$ cat src/rtl/fb_writer.sv
// -----------------------------------------------------------------------------
// fb_writer
//
// Write side of the VGA frame buffer. Takes an 8-bit pixel stream with a
// valid/ready handshake, packs four pixels per 32-bit word (first pixel in
// [7:0]) and drives the frame RAM write port. A frame runs from a sof strobe
// until word WORDS-1 has been written; frame_done then pulses once.
//
// Optional feature: define FB_CLEAR_EN to add a `clear` input that, sampled in
// IDLE, writes zeros to the whole frame (clear has priority over sof).
//
// Ports:
//   clk        in   system / RAM write-port clock
//   reset      in   asynchronous, active-low reset
//   sof        in   start-of-frame strobe (sampled in IDLE and FILL)
//   clear      in   frame clear request, IDLE only (FB_CLEAR_EN builds only)
//   pix_valid  in   pixel present on pix_data
//   pix_data   in   8-bit pixel
//   pix_ready  out  pixel accepted this cycle when pix_valid is also high
//   wraddress  out  RAM word address (holds when wren=0)
//   data       out  RAM write data   (holds when wren=0)
//   wren       out  RAM write enable, one cycle per word
//   busy       out  frame fill (or clear) in progress
//   frame_done out  one-cycle pulse after the last word of a frame is written
// -----------------------------------------------------------------------------
module fb_writer #(
  parameter int HRES  = 640,
  parameter int VRES  = 480,
  parameter int WORDS = HRES * VRES / 4
) (
  input  logic        clk,
  input  logic        reset,
  input  logic        sof,
`ifdef FB_CLEAR_EN
  input  logic        clear,
`endif
  input  logic        pix_valid,
  input  logic [7:0]  pix_data,
  output logic        pix_ready,
  output logic [16:0] wraddress,
  output logic [31:0] data,
  output logic        wren,
  output logic        busy,
  output logic        frame_done
);

  localparam logic [16:0] LAST_ADDR = 17'(WORDS - 1);

  typedef enum logic [1:0] {
    S_IDLE,
    S_FILL,
    S_DONE
`ifdef FB_CLEAR_EN
    , S_CLEAR
`endif
  } state_e;

  state_e      state_q, state_d;
  logic [16:0] addr_q, addr_d;         // address of the word being assembled
  logic [1:0]  lane_q, lane_d;         // byte lane for the next accepted pixel
  logic [31:0] pack_q, pack_d;         // lanes 0..2 of the word in progress
  logic [16:0] wraddress_q, wraddress_d;
  logic [31:0] data_q, data_d;
  logic        wren_q, wren_d;
  logic        frame_done_q, frame_done_d;
  logic        accept;

  assign pix_ready  = (state_q == S_FILL);
  assign accept     = pix_valid && pix_ready;
  assign wraddress  = wraddress_q;
  assign data       = data_q;
  assign wren       = wren_q;
  assign frame_done = frame_done_q;
`ifdef FB_CLEAR_EN
  assign busy = (state_q == S_FILL) || (state_q == S_CLEAR);
`else
  assign busy = (state_q == S_FILL);
`endif

  always_comb begin
    // NOTE: every signal gets a default before the case so no path leaves one
    // unassigned; an unassigned path would infer a latch.
    state_d      = state_q;
    addr_d       = addr_q;
    lane_d       = lane_q;
    pack_d       = pack_q;
    wraddress_d  = wraddress_q;
    data_d       = data_q;
    wren_d       = 1'b0;
    frame_done_d = 1'b0;

    unique case (state_q)
      S_IDLE: begin
`ifdef FB_CLEAR_EN
        if (clear) begin
          state_d = S_CLEAR;
          addr_d  = '0;
        end else
`endif
        if (sof) begin
          state_d = S_FILL;
          addr_d  = '0;
          lane_d  = '0;
          pack_d  = '0;
        end
      end

      S_FILL: begin
        if (sof) begin
          // Abort: drop the partial word, including a pixel accepted now.
          addr_d = '0;
          lane_d = '0;
          pack_d = '0;
        end else if (accept) begin
          lane_d = lane_q + 2'd1;
          if (lane_q == 2'd3) begin
            wren_d      = 1'b1;
            wraddress_d = addr_q;
            data_d      = {pix_data, pack_q[23:0]};
            if (addr_q == LAST_ADDR) state_d = S_DONE;
            else                     addr_d  = addr_q + 17'd1;
          end else begin
            pack_d[{lane_q, 3'b000} +: 8] = pix_data;
          end
        end
      end

      // The final word's wren is visible in this state; frame_done follows.
      S_DONE: begin
        frame_done_d = 1'b1;
        state_d      = S_IDLE;
      end

`ifdef FB_CLEAR_EN
      S_CLEAR: begin
        wren_d      = 1'b1;
        wraddress_d = addr_q;
        data_d      = '0;
        if (addr_q == LAST_ADDR) state_d = S_DONE;
        else                     addr_d  = addr_q + 17'd1;
      end
`endif

      default: state_d = S_IDLE;
    endcase
  end

  // NOTE: sequential state uses non-blocking assignments so every register
  // samples the pre-edge value of its inputs, independent of statement order.
  always_ff @(posedge clk or negedge reset) begin
    if (!reset) begin
      state_q      <= S_IDLE;
      addr_q       <= '0;
      lane_q       <= '0;
      pack_q       <= '0;
      wraddress_q  <= '0;
      data_q       <= '0;
      wren_q       <= 1'b0;
      frame_done_q <= 1'b0;
    end else begin
      state_q      <= state_d;
      addr_q       <= addr_d;
      lane_q       <= lane_d;
      pack_q       <= pack_d;
      wraddress_q  <= wraddress_d;
      data_q       <= data_d;
      wren_q       <= wren_d;
      frame_done_q <= frame_done_d;
    end
  end

endmodule

$ cat config.mk
export PLATFORM = sky130hd
export DESIGN_NAME = fb_writer
export DESIGN_NICKNAME = d
export VERILOG_FILES = /design/src/rtl/fb_writer.sv
export SDC_FILE = /design/constraint.sdc
export NUM_CORES = 1
export LEC_CHECK = 0
export ABC_AREA = 1
export CAP_MARGIN = 15
export CORE_MARGIN = 3
export CORE_UTILIZATION = 58
export DETAILED_ROUTE_END_ITERATION = 8
export PLACE_DENSITY = 0.81
export SLEW_MARGIN = 20
export SYNTH_ARGS = -nofsm -noshare
export SYNTH_HDL_FRONTEND = slang
export SYNTH_SLANG_ARGS = --single-unit
export TNS_END_PERCENT = 5
$ cat constraint.sdc
create_clock -name clk -period 4.95 [get_ports clk]
set_input_delay 0.99 -clock clk [delete_from_list [all_inputs] [get_ports clk]]
set_output_delay 0.99 -clock clk [all_outputs]
set_load 0.05 [all_outputs]
==> results of run 1 <==
sequential cells by signal, summed over array words and instances, names as in the netlist:
| register | flops |
|---|---|
| data | 32 |
| frame_done | 1 |
| pack_q | 24 |
| lane_q | 2 |
| state_q | 2 |
| addr_q | 17 |
| wren | 1 |
| wraddress | 17 |
layout make-up:
class | count | area share (%)
Clock buffer | 10 | 2.41
Clock inverter | 6 | 0.969
Inverter | 36 | 2.55
Multi-Input combinational cell | 388 | 34.0
Sequential cell | 96 | 45.4
Tap cell | 99 | 2.34
Timing Repair Buffer | 66 | 12.3
routing by layer:
metal  wire, µm  vias up  share of wire (%)  GRT usage [%]
li1           -     1815                  -              -
met1       4340     1747                 44           31.7
met2       5020      104                 50           42.0
met3        449       14                4.5           3.06
met4        140        0                1.4           7.57
met5          0        -                  0              0
placed cells by master (no fill, tap or decap), types with 7 or more instances in the layout:
master	n
sky130_fd_sc_hd__o21ai_0	45
sky130_fd_sc_hd__nand3_1	41
sky130_fd_sc_hd__nor2_1	40
sky130_fd_sc_hd__clkbuf_8	9
sky130_fd_sc_hd__clkdlybuf4s50_1	63
sky130_fd_sc_hd__dfrtp_1	96
sky130_fd_sc_hd__inv_1	33
sky130_fd_sc_hd__nand2_1	219
sky130_fd_sc_hd__nand3b_1	7
stage by stage:
| stage | hold WS (ns) | setup slack [ns] | total power, W |
|---|---|---|---|
| final | 0.475 | 2.15 | 0.00161 |
| after global placement | 0.454 | 1.99 | 0.00114 |
| after detailed placement | 0.457 | 1.91 | 0.00115 |
| after global routing | 0.494 | 2.06 | 0.00167 |
| after floorplan | 0.436 | 2.76 | 0.00104 |
| after CTS | 0.473 | 2.13 | 0.00161 |
kinds of logic after synthesis:
logic type | count (synthesis) | share of synthesized area [%]
and+or+nand+nor | 329 | 32.5
AOI/OAI and AO/OA | 53 | 6.29
DFF | 96 | 54.2
adders and majority gates | 6 | 1.69
buffers and inverters | 56 | 5.33
path summary, 6_finish.rpt:
check / end / depth (start not counted)
hold reg to reg: frame_done / 1
hold / removal: frame_done / 1
setup / recovery: pix_ready / 2
setup reg to reg: data[25] / 7
max in group asynchronous: addr_q[5] / 2
min in group asynchronous: data[13] / 1
power by group:
group / total, W / switching (W) / internal [W]
logic: 0.000287 / 0.000202 / 0.0000846
registers: 0.000846 / 0.0000258 / 0.000820
clock network: 0.000477 / 0.000288 / 0.000189
==> results.md, run 1 <==
- The final-report hold violation count is 0.
- The number of nets in the layout is 615.
- The total clock buffers created by CTS is 9.
- The post-synth net total is 558.
- Across all layers, the routed design uses 3,680 vias.
- The signal on the critical path passes through nor2_2 > clkdlybuf4s50_1.
- The antenna diode count is 0.
- The deepest clock path buffer count is 2.
- The post-layout minimum cycle time is 2.80 ns.
- In the routed layout, each cell is associated on average with a via count of 5.25.
- Timing would allow up to 357 MHz.
- In this run the vertical extent of the chip is 93.5 µm.
- The final non-filler cell area is 5290 µm².
- The critical path is of the flop to output port type.
- Across the run, the number of max-cap violations was 0.
- The initial antenna violation count came to 0.
- The tree built by TritonCTS fans out to 96 sinks.
- The first TritonRoute pass finished after 7 iterations.
- In this run the worst path has a maximum fanout of 5.
- The congestion estimate from routability-driven global placement came to 0.847.
- STA classifies the critical path startpoint as a flop.
- The global-route usage over all layers is 24.2%.
- The tree is rooted in a sky130_fd_sc_hd__clkbuf_8.
- The biggest cell delay along the critical path is 0.85 ns.
- The TritonCTS clock tree is done.
- The number of buffers added for setup after CTS is 0.
- Setup repair after global routing left no endpoint under its margin.
- The overflow left after global routing is 0.
- The area of all sequential standard cells is 2400 µm².
- Together, buffers and inverters on the worst path number 1.
- The wire length of the first global-routing pass is 16,700 µm.
- Sorting the synthesized cells by how often they occur yields sky130_fd_sc_hd__nand2_1 (220), sky130_fd_sc_hd__dfrtp_1 (96), sky130_fd_sc_hd__o21ai_0 (45), sky130_fd_sc_hd__nand3_1 (41), sky130_fd_sc_hd__nor2_1 (40).
- The number of resized instances in the post-cts repair step is 0.
- The post-synthesis instance area is 4440 µm².
- The worst min-delay path category is flop to flop.
- Wires add up to 9940 µm.
- Among cell families on the critical path, the largest total delay comes from buffers and inverters.
- The post-route non-filler standard cell count is 701.
- For this configuration, the core starts out at a cell density of 60.5%.
- The count of nets left with antenna violations once routing finished came out at 0.
- The multi-input combinational cells in the finished layout cover a total of 1800 µm².
- For this design, the CTS-stage hold fixing added 0 buffers.
- Entering global routing, the biggest net connects 71 pins.
- The number of enable-type register cells in the synthesized netlist is 0.
- Clock-pin slew was measured on the worst setup and hold paths at 0.09 ns.
- The count of pins over their slew limit is 0.
- The launch point of the worst reg-to-reg path is lane_q[0].
- After synthesis, the cell types taking the most area are sky130_fd_sc_hd__dfrtp_1 (54%), sky130_fd_sc_hd__nand2_1 (19%), sky130_fd_sc_hd__o21ai_0 (5.1%).
- The ratio of cells with drive above 1 in the final layout is 6.64%.
- The H-tree was split into 3 levels.
- For this run, design rule violations remaining after detail routing come to 0.
- Once layout is complete, the utilization of the core stands at 72.2%.
- The endpoint required time on the critical path is 3.96 ns.
- The number of global-route vias before repair came to 3,527.
- The arrival time at the worst endpoint is 1.81 ns.
- The leakage power summed over all cells is 2.56 nW.
- The count of fill cells added during filler insertion is 570.
- After synthesis, the mean cell area works out to 8.21 µm².
- Measured along the x axis, the die boundary spans 93.5 µm.
- In this run the tool buffered the top-level ports with 64 buffer cells.
- After technology mapping, the gate count stands at 540.
- The max-slew headroom at the worst pin is 36.8%.
- Yosys printed 0 warnings.
- The total area inside the core boundary comes to 7330 µm².
- After synthesis, the netlist uses 29 different library cells.
- After detailed routing, the average wire length per cell comes to 14.2 µm.
- In the final timing run, aggregate negative setup slack is 0 ns.
- The transition time at the pin with the least slew margin is 0.948 ns.
- After layout, the worst path uses 56.6% of the clock period.
- The die area is 8730 µm².
- The total setup violations reported at the end of the flow is 0.
- In this run the count of I/O pins placed on the die edge is 65.
- The number of placed instances, taps included is 685.
- For this run, asynchronously set or reset flops after synthesis account for 100%.
- The leading cell type by number of instances after synthesis is sky130_fd_sc_hd__nand2_1.
- The latest clock arrival within the worst-skew pair is 0.37 ns.
- The peak supply drop is 0.193 mV.
- Detailed placement finished with a half-perimeter wire length of 6990 µm.
- Among all stages on the critical path, the largest delay is contributed by sky130_fd_sc_hd__clkdlybuf4s50_1.
- The endpoint kind of the worst setup timing path is an output port.
- The top-area cell type share of the netlist area is 54.2%.
- The reg-to-reg setup timing slack is 2.81 ns.
- The detailed router's first-iteration violation count is 166.
- The post-synthesis register bit count is 96.
- The source of the critical timing path is state_q[1].
- The share of the Yosys chip area taken by registers is 54.2%.
- The post-synthesis to final-layout area growth is 19.3%.
- The cell type contributing the most total cell area after synthesis is sky130_fd_sc_hd__dfrtp_1.
- The clock skew after layout is 0.0147 ns.
- Row generation in the floorplan step produced 31 rows.
- The commonest register cell after synthesis is sky130_fd_sc_hd__dfrtp_1.
- The power per standard cell area is 304 nW/µm².
- The flow ran to the end, and the final reports show no timing, DRC or antenna violations.
- After detailed placement, the total cell area comes to 5110 µm².
- The launch point of the worst hold path is state_q[0].
Power figures use the tool's default switching activity.
==> inputs of run 2 (changes only) <==
Settings changed: CORE_UTILIZATION 58 to 54, PLACE_DENSITY 0.81 to 0.76.
Clock period 4.95 ns to 2.79 ns, I/O delays scaled along.
==> results.md, run 2 (same netlist as run 1, synthesis figures left out) <==
- The post-synthesis to final-layout area growth is 21.0%.
- The clock skew after layout is 0.0126 ns.
- The leading cell type in the layout, fill and taps excluded is sky130_fd_sc_hd__nand2_1.
- The half-perimeter wire length after placement is 7080 µm.
- In this run the post-CTS setup repair buffer count came out at 0.
- For this design the top-level I/O count stands at 65.
- Summed over all failing endpoints, the final setup total negative slack is 0 ns.
- Summed over all cells, the static leakage comes to 2.60 nW.
- The global-route usage over all layers is 22.3%.
- The via count normalized by instance count is 5.18.
- For the worst setup path, the data required time is 2.23 ns.
- The number of remaining DRC errors is 0.
- The number of placed instances, taps included is 693.
- The detailed router's first-iteration violation count is 289.
- The die span in y is 96.6 µm.
- The TritonCTS clock tree is done.
- The routed wire length is 9950 µm.
- The post-route netlist has 7.58% of its cells at a drive strength greater than 1.
- The row count is 32.
- The post-layout minimum cycle time is 2.40 ns.
- The first global-routing pass estimated 16,900 µm of wire.
- The worst setup path is launched from a flop.
- In this run the clock root is driven by a sky130_fd_sc_hd__clkbuf_8.
- Entering global routing, the biggest net connects 41 pins.
- Dividing total power by cell area gives a power density of 546 nW/µm².
- The total clock buffers created by CTS is 9.
- Summing over every cut layer, the via total after detailed routing is 3,672.
- The finished layout holds 709 standard cells, fillers aside.
- The max-slew headroom at the worst pin is 59.2%.
- STA classifies the critical path endpoint as an output port.
- Leaving out fill and tap cells, the most frequent cells in the layout are sky130_fd_sc_hd__nand2_1 (219), sky130_fd_sc_hd__dfrtp_1 (96), sky130_fd_sc_hd__clkdlybuf4s50_1 (63), sky130_fd_sc_hd__o21ai_0 (45), sky130_fd_sc_hd__nand3_1 (41).
- The weighted congestion at the end of routability-driven global placement is 0.875.
- Setup repair after global routing left no endpoint under its margin.
- The count of pins over their slew limit is 0.
- In the final routed layout, each cell accounts on average for 14.0 µm.
- The initial antenna violation count is 0.
- Buffers inserted to repair hold after CTS numbered 0.
- The tightest min-delay check is of the primary input to asynchronous set/reset pin type.
- The final layout contains 620 nets.
- The initial utilization of the core area, before any placement, comes to 56.5%.
- The area of the core region is 7850 µm².
- The horizontal die dimension is 96.6 µm.
- The number of H-tree levels is 3.
- The repair_antennas step left the layout with diodes totalling 0.
- The overflow left after global routing is 0.
- The worst-case hold slack is 0.150 ns.
- The number of max-cap violations is 0.
- The CTS clock-pin slew for the worst setup and hold paths is 0.10 ns.
- Input and output buffers added on the ports amount to 64.
- The peak supply drop is 0.334 mV.
- Measured on the finished design, the core utilization comes to 68.4%.
- The number of global-route vias before repair is 3,413.
- The die covers 9340 µm².
- The first TritonRoute pass finished after 5 iterations.
- Setup violations remaining at the end of the flow were counted as 0.
- The share of the clock period used by the worst path is 86.1%.
- Clock tree synthesis found a total of 96 sinks.
- The critical setup path kind is flop to output port.
- The arrival time at the worst endpoint is 1.84 ns.
- The remaining number of nets flagged by the antenna check after routing is 0.
- Static timing analysis puts the maximum clock frequency at 416 MHz.
- At the pin with the least slew margin, the transition time is 0.607 ns.
- The final-report hold violation count was 0.
- The number of gates resized after CTS was 0.
- The top fanout value on the critical path is 5.
- The clock reaches the later pin of the worst-skew pair after 0.36 ns.
- The flow ran to the end, and the final reports show no timing, DRC or antenna violations.
- The number of flip-flops in the largest register is 32.
- The clock passes through at most 2 buffers.
-- run 2: worst max-delay path: stages, from the launching register on --
cell	delay, ns
sky130_fd_sc_hd__dfrtp_1	0.41
sky130_fd_sc_hd__nor2_2	0.22
sky130_fd_sc_hd__clkdlybuf4s50_1	0.85
-- run 2: final cells by class --
type                            instances  area, µm²
Inverter                               36        135
Sequential cell                        96       2400
Tap cell                              102        128
Clock inverter                          7       76.3
Fill cell                             657       2480
Multi-Input combinational cell        388       1800
Clock buffer                            9        124
Timing Repair Buffer                   71        703
-- run 2: power by group --
| group | switching (W) | internal (W) |
|---|---|---|
| Sequential | 0.0000449 | 0.00146 |
| Clock | 0.000494 | 0.000422 |
| Combinational | 0.000357 | 0.000155 |
-- run 2: routing by layer --
metal | vias to the layer above | wire (µm) | part of all wire [%] | GRT usage, %
met3 | 13 | 599 | 6.0 | 3.10
met5 | - | 0 | 0 | 0
met1 | 1711 | 4750 | 48 | 33.5
li1 | 1828 | - | - | -
met4 | 0 | 146 | 1.5 | 8.42
met2 | 120 | 4450 | 45 | 32.9
-- run 2: worst paths after layout --
kind | cells past startpoint | to | start | slack, ns
max in group asynchronous | 2 | wraddress[2] | reset | 1.96
min in group clk | 1 | frame_done | state_q[0] | 0.47
min | 1 | data[20] | reset | 0.15
min reg2reg | 1 | frame_done | state_q[0] | 0.47
max | 2 | busy | state_q[1] | 0.39
max reg2reg | 6 | pack_q[17] | lane_q[0] | 0.77
-- run 2: metrics by stage --
stage                     worst slack, ns  total power [W]  cell area (µm²)
after floorplan                     0.964          0.00185             4440
after global placement              0.516          0.00203             5170
after detailed placement            0.422          0.00204             5170
after CTS                           0.366          0.00295             5370
after global routing                0.292          0.00305             5370
final                               0.388          0.00293             5370
==> inputs of run 3 (changes only) <==
Settings changed: CAP_MARGIN 15 to 20, GPL_ROUTABILITY_DRIVEN from default to 0.
==> results.md, run 3 (same netlist as run 1, synthesis figures left out) <==
- The flow ran to the end, and the final reports show no timing, DRC or antenna violations.
- The launch point of the worst reg-to-reg path is lane_q[0].
- At the end of the flow, the number of nets in the layout was 620.
- The share of the clock period used by the worst path is 84.7%.
- The wire length of the first global-routing pass is 17,400 µm.
- The number of flip-flops in the largest register is 32.
- The endpoint kind of the worst setup timing path is an output port.
- The routed wire length is 10,200 µm.
- Using the TritonRoute via totals, the vias-per-cell ratio works out to 5.24.
- The number of resized instances in the post-cts repair step is 0.
- The min-delay analysis places its worst path in the category primary input to asynchronous set/reset pin.
- The TritonCTS clock tree is done.
- The number of H-tree levels is 3.
- For this design the top-level I/O count stands at 65.
- The number of setup buffers added after CTS is 0.
- The capturing point of the worst reg2reg path is pack_q[18].
- The number of max-cap violations is 0.
- The count of fill cells added during filler insertion is 675.
- The leakage power summed over all cells is 2.60 nW.
- The completed layout was analyzed and its total power is 0.00291 W.
- IR analysis of the VDD net gives a maximum drop of 0.350 mV.
- Of all nets on the critical path, the largest fanout is 5.
- In the layout the commonest cells are sky130_fd_sc_hd__nand2_1 (219), sky130_fd_sc_hd__dfrtp_1 (96), sky130_fd_sc_hd__clkdlybuf4s50_1 (63), sky130_fd_sc_hd__o21ai_0 (45), sky130_fd_sc_hd__nand3_1 (41).
- After global routing the overflow that remains totals 0.
- The CTS clock-pin slew for the worst setup and hold paths is 0.09 ns.
- Measured along the y axis, the die boundary spans 96.6 µm.
- The critical setup path kind is flop to output port.
- The first detailed-routing pass ran for 5 iterations.
- The horizontal die dimension is 96.6 µm.
- The number of global-route vias before repair is 3,486.
- In this run the core area contains 32 standard-cell rows.
- Registers take 2400 µm².
- The total via count after detailed routing is 3,718.
- The number of hold buffers added after CTS was 0.
- The smallest clock period supported by the final layout is computed as 2.36 ns.
- 0 antenna diodes ended up in the layout.
- The clock skew after layout is 0.00940 ns.
- The total clock buffers created by CTS is 9.
- Setup repair after global routing left no endpoint under its margin.
- At the worst endpoint, the arrival time is 1.80 ns.
- The ratio of cells with drive above 1 in the final layout is 7.41%.
- Counting cells, the worst reg-to-reg path comes to 6.
- CTS saw 96 sinks.
- Once detail routing completed, the nets flagged for antenna violations numbered 0.
- The count of pins over their slew limit is 0.
- The half-perimeter wire length after placement is 7190 µm.
- For the final routed database, the setup TNS stands at 0 ns.
- The final-report hold violation count is 0.
- From synthesis to final layout, the design area changed by 20.9%.
- Headroom to the max-slew limit came out at 58.1%.
- At the worst endpoint, the required time is 2.23 ns.
- The count of buffers from port buffering is 64.
- At the later pin of the worst-skew pair, clock insertion delay measures 0.35 ns.
- The area of the core region is 7850 µm².
- The total setup violations reported at the end of the flow is 0.
- The transition time at the pin with the least slew margin is 0.624 ns.
- For this configuration, the core starts out at a cell density of 56.5%.
- The die area is 9340 µm².
- For this run, design rule violations remaining after detail routing come to 0.
- The global-route usage over all layers is 23.0%.
- The root buffer cell is sky130_fd_sc_hd__clkbuf_8.
- The leading cell type in the layout, fill and taps excluded is sky130_fd_sc_hd__nand2_1.
- STA classifies the critical path startpoint as a flop.
- Derived from the worst setup path, the maximum achievable clock frequency is 423 MHz.
- After detailed routing, the average wire length per cell comes to 14.4 µm.
- The power per standard cell area is 543 nW/µm².
- Counting along the longest clock path gives a buffer depth of 2.
- The reg-to-reg setup timing slack is 0.76 ns.
- The detailed router's first-iteration violation count is 252.
- The initial antenna violation count was 0.
- The footprint of the multi-input gates is 1800 µm².
- Entering global routing, the biggest net connects 43 pins.
run 3: cell count changes in the layout (fill, tap and decap cells not counted):
cell                         change
sky130_fd_sc_hd__clkinv_4        +2
sky130_fd_sc_hd__clkinvlp_4      -1
sky130_fd_sc_hd__inv_6           -2
sky130_fd_sc_hd__clkbuf_1        +1
run 3: worst max path at each step:
stage | startpoint | endpoint | slack [ns] | depth (start not counted)
after global placement | sof | pack_q[1] | 0.53 | 6
after detailed placement | sof | pack_q[5] | 0.40 | 6
after floorplan | state_q[1] | pack_q[13] | 0.96 | 7
after CTS | state_q[1] | pix_ready | 0.42 | 2
after global routing | state_q[1] | pix_ready | 0.34 | 2
final | state_q[1] | pix_ready | 0.43 | 2
run 3: cell type report:
class / count / area share (%)
Clock buffer: 10 / 2.38
Clock inverter: 6 / 1.28
Inverter: 36 / 2.52
Multi-Input combinational cell: 388 / 33.5
Sequential cell: 96 / 44.8
Tap cell: 102 / 2.38
Timing Repair Buffer: 71 / 13.1
run 3: report_power, final:
group          internal, W  switching [W]  total, W
sequential         0.00146      0.0000456   0.00150
clock             0.000420       0.000474  0.000894
combinational     0.000155       0.000360  0.000515
run 3: critical path: stages (launching register included):
cell and delay (ns):
sky130_fd_sc_hd__dfrtp_1 0.41, sky130_fd_sc_hd__nor2_2 0.21, sky130_fd_sc_hd__clkdlybuf4s50_1 0.85
run 3: metal layers:
metal  wire (µm)  vias up  GRT usage, %
met5           0        -             0
met4         108        0          6.48
met3         594        8          3.68
met2        4730      126          36.4
met1        4810     1757          33.2
li1            -     1827             -
run 3: stage by stage:
step	cells	hold slack (ns)	util, %	area (µm²)	setup WS, ns
3_5_place_dp	693	0.460	65.8	5170	0.397
5_1_grt	709	0.203	68.4	5360	0.344
2_1_floorplan	540	0.262	-	4440	0.964
6_report	709	0.174	68.4	5360	0.427
3_3_place_gp	693	0.458	65.8	5170	0.527
4_1_cts	709	0.198	68.4	5360	0.415
==> variant (settings of run 3) <==
The option `FB_CLEAR_EN` is turned on by a define.
--- a/src/rtl/fb_writer.sv
+++ b/src/rtl/fb_writer.sv
@@ -24,4 +24,6 @@
 //   frame_done out  one-cycle pulse after the last word of a frame is written
 // -----------------------------------------------------------------------------
+`define FB_CLEAR_EN
+
 module fb_writer #(
   parameter int HRES  = 640,
Interface: changed (added clear); port bits go from 65 to 66. The function was not compared with the original's and may differ.
==> variant against run 3 <==
- worst hold slack got worse by 37 ps
- clock skew is 2.6 ps higher
- sequential cell count unchanged
- setup slack worse by 130 ps
- via count shrank 8.6%
- final cell count down 9.7%
- register-to-register slack got worse by 130 ps
- global-route usage down 0.82 points
- area after synthesis down 0.93%
- synthesized cell count down 14%
- routed wire length fell by 8.7%
- cell area decreased by 0.30%
Power is not compared: it rests on default switching activity, and its combinational part moved more than twofold at a synthesized area within 25%.
==> variant: results (changes against run 3) <==
INFO  metric clkLatencyLatePin = 380 ps (was 350 ps)
INFO  metric power.total = 3.87 mW
INFO  metric synth_cell_types = 26 (was 29)
INFO  metric synth.yosys.seq_area_share = 0.547 (was 0.542)
INFO  metric r2r_setup_slack = 630 ps (was 760 ps)
INFO  metric wire_length_of_the_first_global_routing_pass = 15700 um (was 17400 um)
INFO  metric vias_per_cell = 5.31 (was 5.24)
INFO  metric syn-num-nets = 484 (was 558)
INFO  metric via_count_of_the_first_global_routing_pass = 3273 (was 3486)
INFO  metric r2r-end = wraddress[15] (was pack_q[18])
INFO  metric dp.final_hpwl = 6370 um (was 7190 um)
INFO  metric design.seq.count = 96 (unchanged)
INFO  metric grt_max_degree = 63 (was 43)
INFO  metric nNetsFinal = 551 (was 620)
INFO  metric yosys.area_share.adder = 0.0142 (was 0.0169)
INFO  metric ys_top_cells_by_area = sky130_fd_sc_hd__dfrtp_1 (55%), sky130_fd_sc_hd__nand2_1 (9.1%), sky130_fd_sc_hd__a22o_1 (6.4%), sky130_fd_sc_hd__o21ai_2 (4.8%), sky130_fd_sc_hd__nand3_1 (4.6%) (was sky130_fd_sc_hd__dfrtp_1 (54%), sky130_fd_sc_hd__nand2_1 (19%), sky130_fd_sc_hd__o21ai_0 (5.1%), sky130_fd_sc_hd__nand3_1 (4.6%), sky130_fd_sc_hd__nor2_1 (3.4%))
INFO  metric non_clock_buffer_share = 0.135 (was 0.131)
INFO  metric clockNetworkAreaShare = 0.0384 (was 0.0366)
INFO  metric overall_via_count_from_detail_route = 3400 (was 3718)
INFO  metric critPathArrivalTime = 1940 ps (was 1800 ps)
INFO  metric multiInputCombCellCount = 310 (was 388)
INFO  metric drt_pass1_iterations = 4 (was 5)
INFO  metric route.detailed.wl_per_inst = 14.6 um (was 14.4 um)
INFO  metric grt_util_all_layers = 0.222 (was 0.230)
INFO  metric synth-compound-area-share = 0.147 (was 0.0629)
INFO  metric layout-drive-gt1-share = 0.152 (was 0.0741)
INFO  metric run_status = finished clean (unchanged)
INFO  metric critPathMaxStageDelay = 830 ps (was 850 ps)
INFO  metric leading_cell_types_by_count_after_synthesis = sky130_fd_sc_hd__nand2_1 (106), sky130_fd_sc_hd__dfrtp_1 (96), sky130_fd_sc_hd__nand3_1 (40) (was sky130_fd_sc_hd__nand2_1 (220), sky130_fd_sc_hd__dfrtp_1 (96), sky130_fd_sc_hd__o21ai_0 (45))
INFO  metric non_clock_buffer_count = 73 (was 71)
INFO  metric sh_seq_area = 0.449 (was 0.448)
INFO  metric areaGrowthSynthToFinish = 21.7% (was 20.9%)
variant: cell count changes after synthesis, moves of 6 or more:
cell / before / now
sky130_fd_sc_hd__o21ai_0: 45 / 14
sky130_fd_sc_hd__o21ai_1: 1 / 8
sky130_fd_sc_hd__o21ai_2: 0 / 24
sky130_fd_sc_hd__nand4_1: 1 / 7
sky130_fd_sc_hd__a22o_1: 0 / 32
sky130_fd_sc_hd__nand3b_1: 7 / 0
sky130_fd_sc_hd__nand2_1: 220 / 106
sky130_fd_sc_hd__nand2_2: 5 / 12
sky130_fd_sc_hd__clkbuf_1: 10 / 3
variant: worst max-delay path by stage:
stage	end	slack, ps	cells past startpoint
detailed placement	wraddress[7]	260	8
global placement	data[22]	300	8
floorplan	pack_q[10]	1060	6
global route	pix_ready	190	3
finish	pix_ready	290	3
CTS	pix_ready	280	3
variant: layer usage:
metal	routed length [um]	global-route usage
met1	4460	0.322
met2	4220	0.317
met3	520	0.0461
met4	146	0.102
met5	0	0
